### src/rtl/fsm_moore_run_det.sv
// Moore run detector: o_output is high while the last RUN_LEN accepted symbols form
// an equal run (mode 0) or a +1-with-wrap run (mode 1); also reports run length and hit count.
module fsm_moore_run_det #(
  parameter int DW      = 2,
  parameter int RUN_LEN = 3,
  parameter int HIT_W   = 8,
  localparam int CNT_W  = $clog2(RUN_LEN + 1)
) (
  input  logic             clk,
  input  logic             rst,
  input  logic             i_valid,
  input  logic [DW-1:0]    i_input,
  input  logic             i_mode,
  input  logic             i_clear,
  output logic             o_output,
  output logic [CNT_W-1:0] o_run_len,
  output logic [HIT_W-1:0] o_hit_cnt
);

  typedef enum logic [1:0] {
    IDLE = 2'd0,
    RUN  = 2'd1,
    OK   = 2'd2
  } state_t;

  localparam logic [CNT_W-1:0] RUN_ONE = CNT_W'(1);
  localparam logic [CNT_W-1:0] RUN_MAX = CNT_W'(RUN_LEN);

  state_t             state_q, state_d;
  logic [CNT_W-1:0]   run_q, run_d;
  logic [DW-1:0]      last_q, last_d;
  logic [HIT_W-1:0]   hit_q, hit_d;
  logic [DW-1:0]      last_inc;
  logic               match;

  // Increment mode compares against last+1 truncated to DW bits, so the top symbol wraps to 0.
  assign last_inc = last_q + DW'(1);
  assign match    = i_mode ? (i_input == last_inc) : (i_input == last_q);

  always_comb begin
    state_d = state_q;
    run_d   = run_q;
    last_d  = last_q;
    hit_d   = hit_q;
    if (i_clear) begin
      state_d = IDLE;
      run_d   = '0;
      last_d  = '0;
    end else if (i_valid) begin
      last_d = i_input;
      case (state_q)
        IDLE: begin
          state_d = RUN;
          run_d   = RUN_ONE;
        end
        RUN: begin
          if (match) begin
            run_d = run_q + RUN_ONE;
            if (run_q + RUN_ONE == RUN_MAX) begin
              state_d = OK;
              if (hit_q != '1) hit_d = hit_q + HIT_W'(1);
            end
          end else begin
            run_d = RUN_ONE;
          end
        end
        OK: begin
          // A matching symbol keeps the run saturated at RUN_LEN without a new hit.
          if (!match) begin
            state_d = RUN;
            run_d   = RUN_ONE;
          end
        end
        default: begin
          state_d = IDLE;
          run_d   = '0;
        end
      endcase
    end
  end

  always_ff @(posedge clk) begin
    if (rst) begin
      state_q <= IDLE;
      run_q   <= '0;
      last_q  <= '0;
      hit_q   <= '0;
    end else begin
      state_q <= state_d;
      run_q   <= run_d;
      last_q  <= last_d;
      hit_q   <= hit_d;
    end
  end

  assign o_output  = (state_q == OK);
  assign o_run_len = run_q;
  assign o_hit_cnt = hit_q;

endmodule
### config.mk
export PLATFORM = sky130hd
export DESIGN_NAME = fsm_moore_run_det
export DESIGN_NICKNAME = d
export VERILOG_FILES = /design/src/rtl/fsm_moore_run_det.sv
export SDC_FILE = /design/constraint.sdc
export NUM_CORES = 1
export LEC_CHECK = 0
export CAP_MARGIN = 5
export CORE_MARGIN = 2
export CORE_UTILIZATION = 50
export CTS_CLUSTER_SIZE = 40
export DETAILED_ROUTE_END_ITERATION = 8
export PLACE_DENSITY = 0.9
export SYNTH_ARGS = -nofsm -noshare
export SYNTH_HDL_FRONTEND = slang
export SYNTH_SLANG_ARGS = --single-unit
### constraint.sdc
create_clock -name clk -period 3.2 [get_ports clk]
set_input_delay 0.32 -clock clk [delete_from_list [all_inputs] [get_ports clk]]
set_output_delay 0.32 -clock clk [all_outputs]
set_load 0.01 [all_outputs]
==> metrics list, run 1 <==
- Pre-antenna DRT Iters: 4
* Clock Skews: 0.00212 ns
- The synthesized design contains 0 enable-type register cells.
- Net count after synthesis: 107
- Clock sink count: 14
* Estimated wirelength of the detail-placed design: 1320 um
- Remaining antenna violation count after routing: 0
* Worst setup path category: input pin to flop
- Leading register cell type out of synthesis: sky130_fd_sc_hd__dfxtp_1
* Vias after detailed routing: 781
- After global routing the overflow that remains totals 0.
- Entering global routing, the biggest net connects 16 pins.
- Across every metal layer, demand over resource in global routing totals 20.7%.
* Cell variety after synth: 31
- The number of buffers and inverters on the critical path is 1.
- At the worst endpoint, the arrival time is 2.41 ns.
- Per report_power, the clock group accounts for 37.9% of the total.
* P&R area growth vs syn: 23.6%
* Endpoint class of the critical path: flop
- Fraction of power consumed by sequential logic: 52.3%
- Counting buffers and inverters, the worst setup path is 5 cells deep.
- Leakage: 0.000349 uW
- In the final timing run, aggregate negative setup slack is 0 ns.
- The repair_antennas step left the layout with diodes totalling 0.
- In this run the standard cell core region covers 0.00154 mm^2.
- Starting DRT DRC Count: 15
- Int Pwr: 261 uW
- The via count of the first global-routing pass was 717.
- Clock-pin slew was measured on the worst setup and hold paths at 0.08 ns.
* Wire length of the first global-routing pass: 3030 um
- In the final layout, the share of cells above drive strength 1 is 12.3%.
* Average footprint of a synthesized cell: 8.66 um^2
* Pins over their slew limit: 0
- #FFs+latches synth: 14
* Highest achievable clock rate: 0.448 GHz
* Comb power frac: 9.8%
- After filler insertion, the fill cell instance count of the layout stands at 119.
- Once the clock tree was built, the setup fixing pass inserted 0 buffers.
- Clk Latency, worst-skew pair: 0.28 ns
* Total number of nets in the final design: 124
* Initial standard-cell utilization of the core: 55.0%
- At the pin with the least slew margin, the transition time is 0.462 ns.
- After synthesis, flip-flops and latches occupy 33.0% of the total area.
- Peak ir drop on the vdd network: 0.000244 V
- Inst Count DP: 126
* Share of async-settable or async-resettable flops after synthesis: 0%
- Num ports: 18
- Count of cells along the worst hold path: 2
* Worst hold-check path type: flop to flop
- Hold repair after CTS inserted 0 buffers.
- Worst setup SP type: input pin
* Max-Cap Viols: 0
- Setup violations remaining at the end of the flow were counted as 0.
- In this run, post-CTS repair resized a total of 0 instances.
- Area enclosed by the die boundary: 0.00204 mm^2
- STA puts the critical path data required time at 3.37 ns.
* Quantity of I/O buffers inserted on ports: 17
* Crit path cell chain: clkdlybuf4s50_1 -> xnor2_1 -> nand3b_1 -> a2111oi_0 -> mux2_2
* Switching Power: 79.6 uW
* RSZ-0062 raised after global routing: no
- The run finished with clean final reports.
- Measured along the x axis, the die boundary spans 45.2 um.
- Number of CTS-inserted buffers: 3
- In this run the number of H-tree levels came out at 1.
- The cell area that synthesis handed to floorplanning was 848 um^2.
- Measured against its own limit, the worst slew margin works out to 68.4%.
* Weighted congestion reported at the end of routability-driven placement: 0.812
- The worst path in the final design needs a cycle of 2.23 ns, including I/O delays and setup.
- For this run, the number of Yosys warnings is 0.
- Net switching is 23.4% of the power.
* Clock Tree Root: sky130_fd_sc_hd__clkbuf_4
- The floorplan has 14 rows.
* Cell family contributing the most delay on the critical path: compound AO/OA/AOI/OAI gates
- Maximum number of buffers from clock root to sink: 2
* Final worst-path cycle share: 69.8%
- The floorplan step set the die height to 45.2 um.
* Count of final hold-check violations: 0
- CTS tree: yes
- The largest individual stage delay along the critical path comes from the cell sky130_fd_sc_hd__a2111oi_0.
- The largest single stage delay on the critical path is 0.61 ns.
- Via density per instance: 6.01
- For this design the ratio of total power to cell area is 325 mW/mm^2.
- The count of cells in the finished layout, fillers not included, comes to 130.
- The initial antenna violation count is 0.
- Final Util: 68.0%
- Synthesis produced a netlist whose cell count is 98.
- Dividing the detail-routed wire length by the instance count gives 14.1 um.
- Critical path fanouts, max: 13
* DRC viols: 0
- The worst register-to-register path has a depth of 4.
- Post-detailed-routing wire length: 1830 um
## final cells by class
class | instances | area [um^2] | area share [%]
inverter | 5 | 18.8 | 1.79
multi-input combinational | 74 | 523 | 49.9
clock buffer | 4 | 36.3 | 3.46
sequential | 14 | 280 | 26.7
tap | 16 | 20.0 | 1.91
timing repair buffer | 17 | 170 | 16.2
## worst reg2reg max path, cell delays in order (launching register included)
cell and delay (ns):
sky130_fd_sc_hd__dfxtp_1 0.33, sky130_fd_sc_hd__xnor2_1 0.24, sky130_fd_sc_hd__nand3b_1 0.41, sky130_fd_sc_hd__a2111oi_0 0.61, sky130_fd_sc_hd__mux2_2 0.40
## final timing paths
| kind | from | end | slack, ns |
|---|---|---|---|
| worst max-delay path | i_input[1] | o_hit_cnt[5] | 0.97 |
| worst min-delay path | o_hit_cnt[1] | o_hit_cnt[1] | 0.52 |
| worst max register to register | last_q[1] | o_hit_cnt[5] | 1.11 |
| worst min register to register | o_hit_cnt[1] | o_hit_cnt[1] | 0.52 |
## state kept, by name, indices dropped and copies added (netlist names)
| name | count |
|---|---|
| o_run_len | 2 |
| last_q | 2 |
| state_q | 2 |
| o_hit_cnt | 8 |
## cells in the final DEF (no fill, tap or decap), types with 2 or more instances in the layout
master	count
sky130_fd_sc_hd__clkdlybuf4s50_1	17
sky130_fd_sc_hd__dfxtp_1	14
sky130_fd_sc_hd__nor2_1	8
sky130_fd_sc_hd__nand3_1	7
sky130_fd_sc_hd__nor2b_1	6
sky130_fd_sc_hd__nand2_1	6
sky130_fd_sc_hd__inv_1	5
sky130_fd_sc_hd__mux2_2	5
sky130_fd_sc_hd__a211oi_1	5
sky130_fd_sc_hd__a21oi_1	4
sky130_fd_sc_hd__nand2b_1	4
sky130_fd_sc_hd__nand3b_1	3
sky130_fd_sc_hd__mux2i_1	3
sky130_fd_sc_hd__clkbuf_4	3
sky130_fd_sc_hd__xnor2_1	2
sky130_fd_sc_hd__a22oi_1	2
sky130_fd_sc_hd__o21ai_0	2
sky130_fd_sc_hd__nor3_1	2
sky130_fd_sc_hd__a2111o_1	2
sky130_fd_sc_hd__ha_1	2
## power by group through the flow
| stage | combinational (uW) | sequential (uW) | clock [uW] |
|---|---|---|---|
| finish | 33.4 | 178 | 129 |
| global placement | 31.2 | 182 | 0 |
| detailed placement | 32.7 | 182 | 0 |
| CTS | 33.3 | 178 | 131 |
| global route | 36.4 | 179 | 136 |
| floorplan | 20.7 | 182 | 0 |
## kinds of logic after synthesis
family	Yosys count	synth area share (%)
flip-flops	14	33.0
AO/OA/AOI/OAI	20	18.6
AND/OR/NAND/NOR	41	26.1
buffers and inverters	10	5.31
multiplexers	9	11.9
adder cells (fa/ha/maj)	2	2.95
XOR/XNOR	2	2.07
## Yosys cell counts, drive strengths merged, types with 2 or more instances
cell / number / share of area (%)
nor3: 2 / 1.2
a21oi: 4 / 2.4
mux2i: 3 / 3.5
a22oi: 2 / 1.8
xnor2: 2 / 2.1
a2111o: 2 / 2.7
inv: 5 / 2.2
nand2: 6 / 2.7
a211oi: 5 / 4.4
dfxtp: 14 / 33
mux2: 6 / 8.4
nand3b: 3 / 2.7
nor2: 8 / 3.5
o21ai: 2 / 1.2
nor2b: 6 / 4.4
ha: 2 / 2.9
nand3: 7 / 4.1
nand2b: 4 / 2.9
clkbuf: 4 / 1.8
## per-stage QoR
step	cell area, um^2	total power, uW	setup slack, ns	hold WS (ns)
CTS	1050	343	0.960	0.522
floorplan	848	203	1.45	0.467
detailed placement	1010	215	0.667	0.508
global route	1050	351	0.845	0.566
global placement	1010	213	0.831	0.497
finish	1050	341	0.966	0.523
## metal layers
metal | track usage [%] | routed length [um] | vias to the layer above
met5 | 0 | 0 | -
met4 | 10.6 | 40 | 0
met3 | 2.40 | 73 | 4
met2 | 34.9 | 927 | 22
met1 | 25.9 | 786 | 365
li1 | - | - | 390
Note: power is estimated with default switching activity, not from simulation.
==> inputs of run 2 (changes only) <==
- CORE_UTILIZATION: 50 -> 44
- PLACE_DENSITY: 0.9 -> 0.84
- clock period: 3.2 -> 1.81 ns (I/O delays scaled with it)
==> run 2 against run 1 <==
Sequential share of layout area down 3.7 points; largest power group unchanged; non-clock buffer count increased by 14; die area grew 12%; highest routed layer unchanged.
==> metrics list, run 2 (synthesized netlist as in run 1, its figures left out) <==
- The flow ran to the end, and the final reports show no timing, DRC or antenna violations.
* Area occupied by multi-input gates: 569 um^2
- Total number of nets in the final design: 138
- Grt met2 use: 32.5%
- The region available for standard cell placement spans 0.00176 mm^2.
- The count of nets left with antenna violations once routing finished came out at 0.
* P&R area growth vs syn: 43.4%
- For this design the static power due to leakage is 0.000442 uW.
- Maximum number of buffers from clock root to sink: 2
- Final Util: 68.9%
- For this run, global-route usage on met3 was measured as 4.15%.
- Summing all flip-flop and latch instances after layout gives 280 um^2.
- Critical path fanouts, max: 5
* Count of final hold-check violations: 0
- Vias after detailed routing: 850
* Initial standard-cell utilization of the core: 48.1%
- R2R depth: 5
- M1 GR Usage: 22.2%
- Clock Skews: 0.00169 ns
* Number of CTS-inserted buffers: 3
- Routed len/inst: 13.7 um
- Die boundary width: 47.9 um
* Clock Tree Root: sky130_fd_sc_hd__clkbuf_4
- Hold is met by 0.242 ns.
- Post-detailed-routing wire length: 2100 um
- The finished cells cover 0.00122 mm^2.
- The initial antenna violation count is 0.
* Starting DRT DRC Count: 21
- In this run the number of H-tree levels came out at 1.
* Weighted congestion reported at the end of routability-driven placement: 0.805
- The number of setup buffers added after CTS is 0.
- Count of cells along the worst hold path: 3
* Post-place instance area: 0.00113 mm^2
- The first detailed-routing pass took 4 iterations.
- Number of global-route vias before repair: 802
- For the worst setup path, the data arrival time is 1.95 ns.
- Die outline height: 47.9 um
* Share of post-route cells with drive strength above 1: 28.1%
- Global route total overflow: 0
- Number of non-filler instances in the completed layout: 153
- Clock tree synthesis found a total of 14 sinks.
- The number of max-slew violations in the final report came to 0.
* Worst slew margin relative to its limit: 75.2%
- After global routing, the most crowded layer is met2.
- In this run the power density over the cells is 513 mW/mm^2.
- Final min period: 1.78 ns
* Antenna fix cells: 0
- Max-Cap Viols: 0
- In the routed design, unresolved DRC markers number 0.
- The worst-case IR drop observed on VDD is 0.000492 V.
- Worst setup slack after placement: -0.298 ns
- Leading cell type in the layout, fill and taps excluded: sky130_fd_sc_hd__clkdlybuf4s50_1
- The critical path in this run is classified as flop to flop.
- Data on the critical path is required at its endpoint by 1.98 ns.
- Final worst-path cycle share: 98.3%
- Highest achievable clock rate: 0.562 GHz
- Clk Latency, worst-skew pair: 0.28 ns
- Clock-pin slew was measured on the worst setup and hold paths at 0.09 ns.
* Area enclosed by the die boundary: 0.00230 mm^2
- Endpoints failing setup: 0
- In the post-route analysis, the smallest setup slack over all paths is 0.0302 ns.
- The layout has 144 filler cells.
- During I/O placement, the number of pins put on the boundary was 18.
* Inst Count DP: 149
* Number of flip-flops in the largest register: 8
* CTS tree: yes
- Wire length of the first global-routing pass: 3150 um
* Largest net degree at the start of global routing: 12
* Endpoint class of the critical path: flop
- Least-Margin Pin Slew: 0.372 ns
- Combined global-route utilization of all metal layers: 19.3%
- Via density per instance: 5.56
- Most frequent cells in the layout: sky130_fd_sc_hd__clkdlybuf4s50_1, sky130_fd_sc_hd__dfxtp_1, sky130_fd_sc_hd__buf_4
- Port buffering added 17 buffers.
- Number of placement rows: 15
- Worst setup SP type: flop
* Estimated wirelength of the detail-placed design: 1510 um
- Worst hold-check path type: input pin to flop
-- run 2: cell types whose count changed in the layout (fill, tap and decap cells not counted), sizes merged --
cell           previous run  this run
dlymetal6s2s              0         2
clkdlybuf4s50            17        15
buf                       0        14
-- run 2: layout make-up --
class	instances	area share [%]
Clock buffer	4	2.98
Tap cell	25	2.57
Sequential cell	14	23.0
Timing Repair Buffer	31	23.0
Multi-Input combinational cell	74	46.8
Inverter	5	1.54
-- run 2: critical path, stage by stage (launching register included) --
cell	delay (ns)
sky130_fd_sc_hd__dfxtp_1	0.37
sky130_fd_sc_hd__ha_1	0.25
sky130_fd_sc_hd__nand2_2	0.14
sky130_fd_sc_hd__or4b_2	0.62
sky130_fd_sc_hd__a211oi_2	0.22
sky130_fd_sc_hd__a211oi_2	0.08
-- run 2: final timing paths --
path	start	end	slack (ns)
hold / removal	i_input[1]	last_q[1]	0.24
hold reg to reg	o_hit_cnt[6]	o_hit_cnt[6]	0.51
setup reg to reg	o_hit_cnt[0]	o_hit_cnt[7]	0.03
setup / recovery	o_hit_cnt[0]	o_hit_cnt[7]	0.03
-- run 2: timing repair --
item / CTS / global route
hold buffers: 0 / 0
endpoints found under the hold margin: 0 / 0
resized for setup: 1 / 11
pin swaps: 0 / 3
gates cloned: 0 / 0
setup endpoints to repair: 1 / 9
-- run 2: where the power goes --
| part | switching (uW) | internal (uW) |
|---|---|---|
| logic | 39.9 | 40.5 |
| registers | 2.61 | 311 |
| clock network | 107 | 122 |
| total | 149 | 474 |
-- run 2: per-layer routing --
metal / routed length [um] / vias to the layer above
met3: 98 / 6
met4: 25 / 0
met1: 905 / 393
met5: 0 / -
li1: - / 415
met2: 1070 / 36
-- run 2: through the flow --
step	setup TNS, ns	total power (uW)
6_report	0	623
5_1_grt	-0.0380	646
4_1_cts	0	625
3_5_place_dp	-2.32	396
3_3_place_gp	-1.92	393
2_1_floorplan	0	359
==> inputs of run 3 (changes only) <==
- TNS_END_PERCENT: unset -> 30
==> run 3 against run 2 <==
The flow now finishes with violations (negative setup slack); flip-flop and latch count is the same; wire length shrank 5.5%; die area is the same; power shrank 0.22%; global-route usage is the same; cell count is the same; first-iteration DRC count shrank 19%; sequential power is essentially flat; clock skew grew 0.0012 ns; largest power group unchanged.
==> metrics list, run 3 (synthesized netlist as in run 1, its figures left out) <==
- The flow ran to the end, but the final reports show violations.
* Violations in the final reports: negative setup slack
* Leakage: 0.000440 uW
- Setup violations remaining at the end of the flow were counted as 3.
- Clk Latency, worst-skew pair: 0.28 ns
- Setup repair after global routing could not meet its margin everywhere.
- Pre-antenna DRT Iters: 4
- In this run the number of H-tree levels came out at 1.
- Pins over their slew limit: 0
- Worst setup path category: flop to flop
- Number of non-filler instances in the completed layout: 153
* Die boundary width: 47.9 um
- Clock sink count: 14
- Total number of nets in the final design: 138
- Wires add up to 1980 um.
* Peak ir drop on the vdd network: 0.000485 V
- Quantity of I/O buffers inserted on ports: 17
- Share of post-route cells with drive strength above 1: 25.0%
- Area enclosed by the die boundary: 0.00230 mm^2
* Via density per instance: 5.51
* Highest achievable clock rate: 0.548 GHz
- After layout, the worst setup slack is -0.0155 ns.
- Final min period: 1.83 ns
* Leading cell type in the layout, fill and taps excluded: sky130_fd_sc_hd__clkdlybuf4s50_1
* Starting DRT DRC Count: 17
- The die is 47.9 um tall.
- Initial standard-cell utilization of the core: 48.1%
* Seq. cell area: 280 um^2
- Number of flip-flops in the largest register: 8
- R2R depth: 5
* Wire length of the first global-routing pass: 3150 um
- The worst setup path is captured at a flop.
- DRC viols: 0
* Num ports: 18
- Worst setup SP type: flop
* Worst Path Required: 1.99 ns
* Count of final hold-check violations: 0
* Number of global-route vias before repair: 802
- Inst Count DP: 149
* Count of cells along the worst hold path: 3
- Worst hold-check path type: input pin to flop
* Core region area: 0.00176 mm^2
* Clock Tree Root: sky130_fd_sc_hd__clkbuf_4
- Entering global routing, the biggest net connects 12 pins.
* Most frequent cells in the layout: sky130_fd_sc_hd__clkdlybuf4s50_1, sky130_fd_sc_hd__dfxtp_1, sky130_fd_sc_hd__buf_4
- CTS tree: yes
- Fill cell instance count of the final layout: 151
- At the pin with the least slew margin, the transition time is 0.534 ns.
- Buffers inserted during clock tree synthesis total 3.
* Maximum number of buffers from clock root to sink: 2
* Worst slew margin relative to its limit: 64.3%
- Along the worst path, the maximum fanout reaches 5.
- Final worst-path cycle share: 101%
- Antenna violations before repair: 0
- The multi-input combinational cells in the finished layout cover a total of 546 um^2.
* Vias after detailed routing: 843
- Number of hold-repair buffers added at the cts stage: 0
* Clock-pin slew reported for the worst setup and hold paths after clock tree synthesis: 0.09 ns
- For the final database, setup skew stands at 0.00289 ns.
* Combined global-route utilization of all metal layers: 19.3%
- Max-cap violations in this run came to 0.
- For this design the ratio of total power to cell area is 522 mW/mm^2.
- From synthesis to final layout, the design area changed by 40.6%.
- OpenSTA, run right after detailed placement, puts the worst setup slack at -0.298 ns.
- Remaining antenna violation count after routing: 0
- Data arrival time of the critical path: 2.01 ns
- Detailed placement finished with a half-perimeter wire length of 1510 um.
- Global route total overflow: 0
- Weighted congestion reported at the end of routability-driven placement: 0.805
* Number of placement rows: 15
- Antenna fix cells: 0
- In the final routed layout, each cell accounts on average for 13.0 um.
run 3: cell types whose count changed in the layout (fill, tap and decap cells not counted):
cell / change
sky130_fd_sc_hd__o311ai_2: +1
sky130_fd_sc_hd__nand2_2: -1
sky130_fd_sc_hd__a211oi_1: +2
sky130_fd_sc_hd__a211oi_2: -2
sky130_fd_sc_hd__o311ai_4: -1
sky130_fd_sc_hd__and4b_1: +1
sky130_fd_sc_hd__nand2_1: +1
sky130_fd_sc_hd__and4b_2: -1
run 3: per-stage QoR:
stage | hold WS, ns | setup TNS, ns | cell area [um^2] | util, % | power (uW)
final | 0.241 | -0.0269 | 1190 | 67.6 | 622
after global routing | 0.292 | -0.297 | 1190 | 67.6 | 645
after CTS | 0.512 | 0 | 1170 | 66.1 | 625
after detailed placement | 0.499 | -2.32 | 1130 | 64.0 | 396
after global placement | 0.493 | -1.92 | 1130 | 64.0 | 393
after floorplan | 0.328 | 0 | 848 | - | 359
run 3: final cells by class:
type | instances | share of cell area, %
tap | 25 | 2.62
timing repair buffer | 31 | 23.5
multi-input combinational | 74 | 45.8
sequential | 14 | 23.5
clock buffer | 4 | 3.04
inverter | 5 | 1.57
run 3: power by group:
part / internal, uW / switching (uW) / total (uW)
Clock: 123 / 107 / 230
Combinational: 40.4 / 38.1 / 78.5
Sequential: 311 / 2.44 / 314
Total: 474 / 148 / 622
run 3: layer usage:
layer / global-route usage, % / vias to the layer above / part of all wire (%)
li1: - / 416 / -
met4: 11.4 / 0 / 1.4
met5: 0 / - / 0
met2: 32.5 / 26 / 50
met3: 4.15 / 4 / 4.7
met1: 22.2 / 397 / 43
run 3: repair_timing:
action,CTS,global route
pin swaps,0,1
buffers inserted,0,0
gates resized for setup,1,6
endpoints found under the setup margin,1,9
gates cloned,0,0
hold endpoints to repair,0,0
run 3: worst max-delay path: stages, from the launching register on:
cell and delay [ns]:
sky130_fd_sc_hd__dfxtp_1 0.41, sky130_fd_sc_hd__ha_1 0.22, sky130_fd_sc_hd__nand2_1 0.13, sky130_fd_sc_hd__o311ai_2 0.53, sky130_fd_sc_hd__a21oi_1 0.13, sky130_fd_sc_hd__mux2_2 0.30
run 3: path summary, 6_finish.rpt:
| check | from | endpoint | slack, ns |
|---|---|---|---|
| hold reg to reg | o_hit_cnt[6] | o_hit_cnt[6] | 0.50 |
| hold / removal | i_input[1] | last_q[1] | 0.24 |
| setup / recovery | o_hit_cnt[0] | o_hit_cnt[0] | -0.02 |
| setup reg to reg | o_hit_cnt[0] | o_hit_cnt[0] | -0.02 |
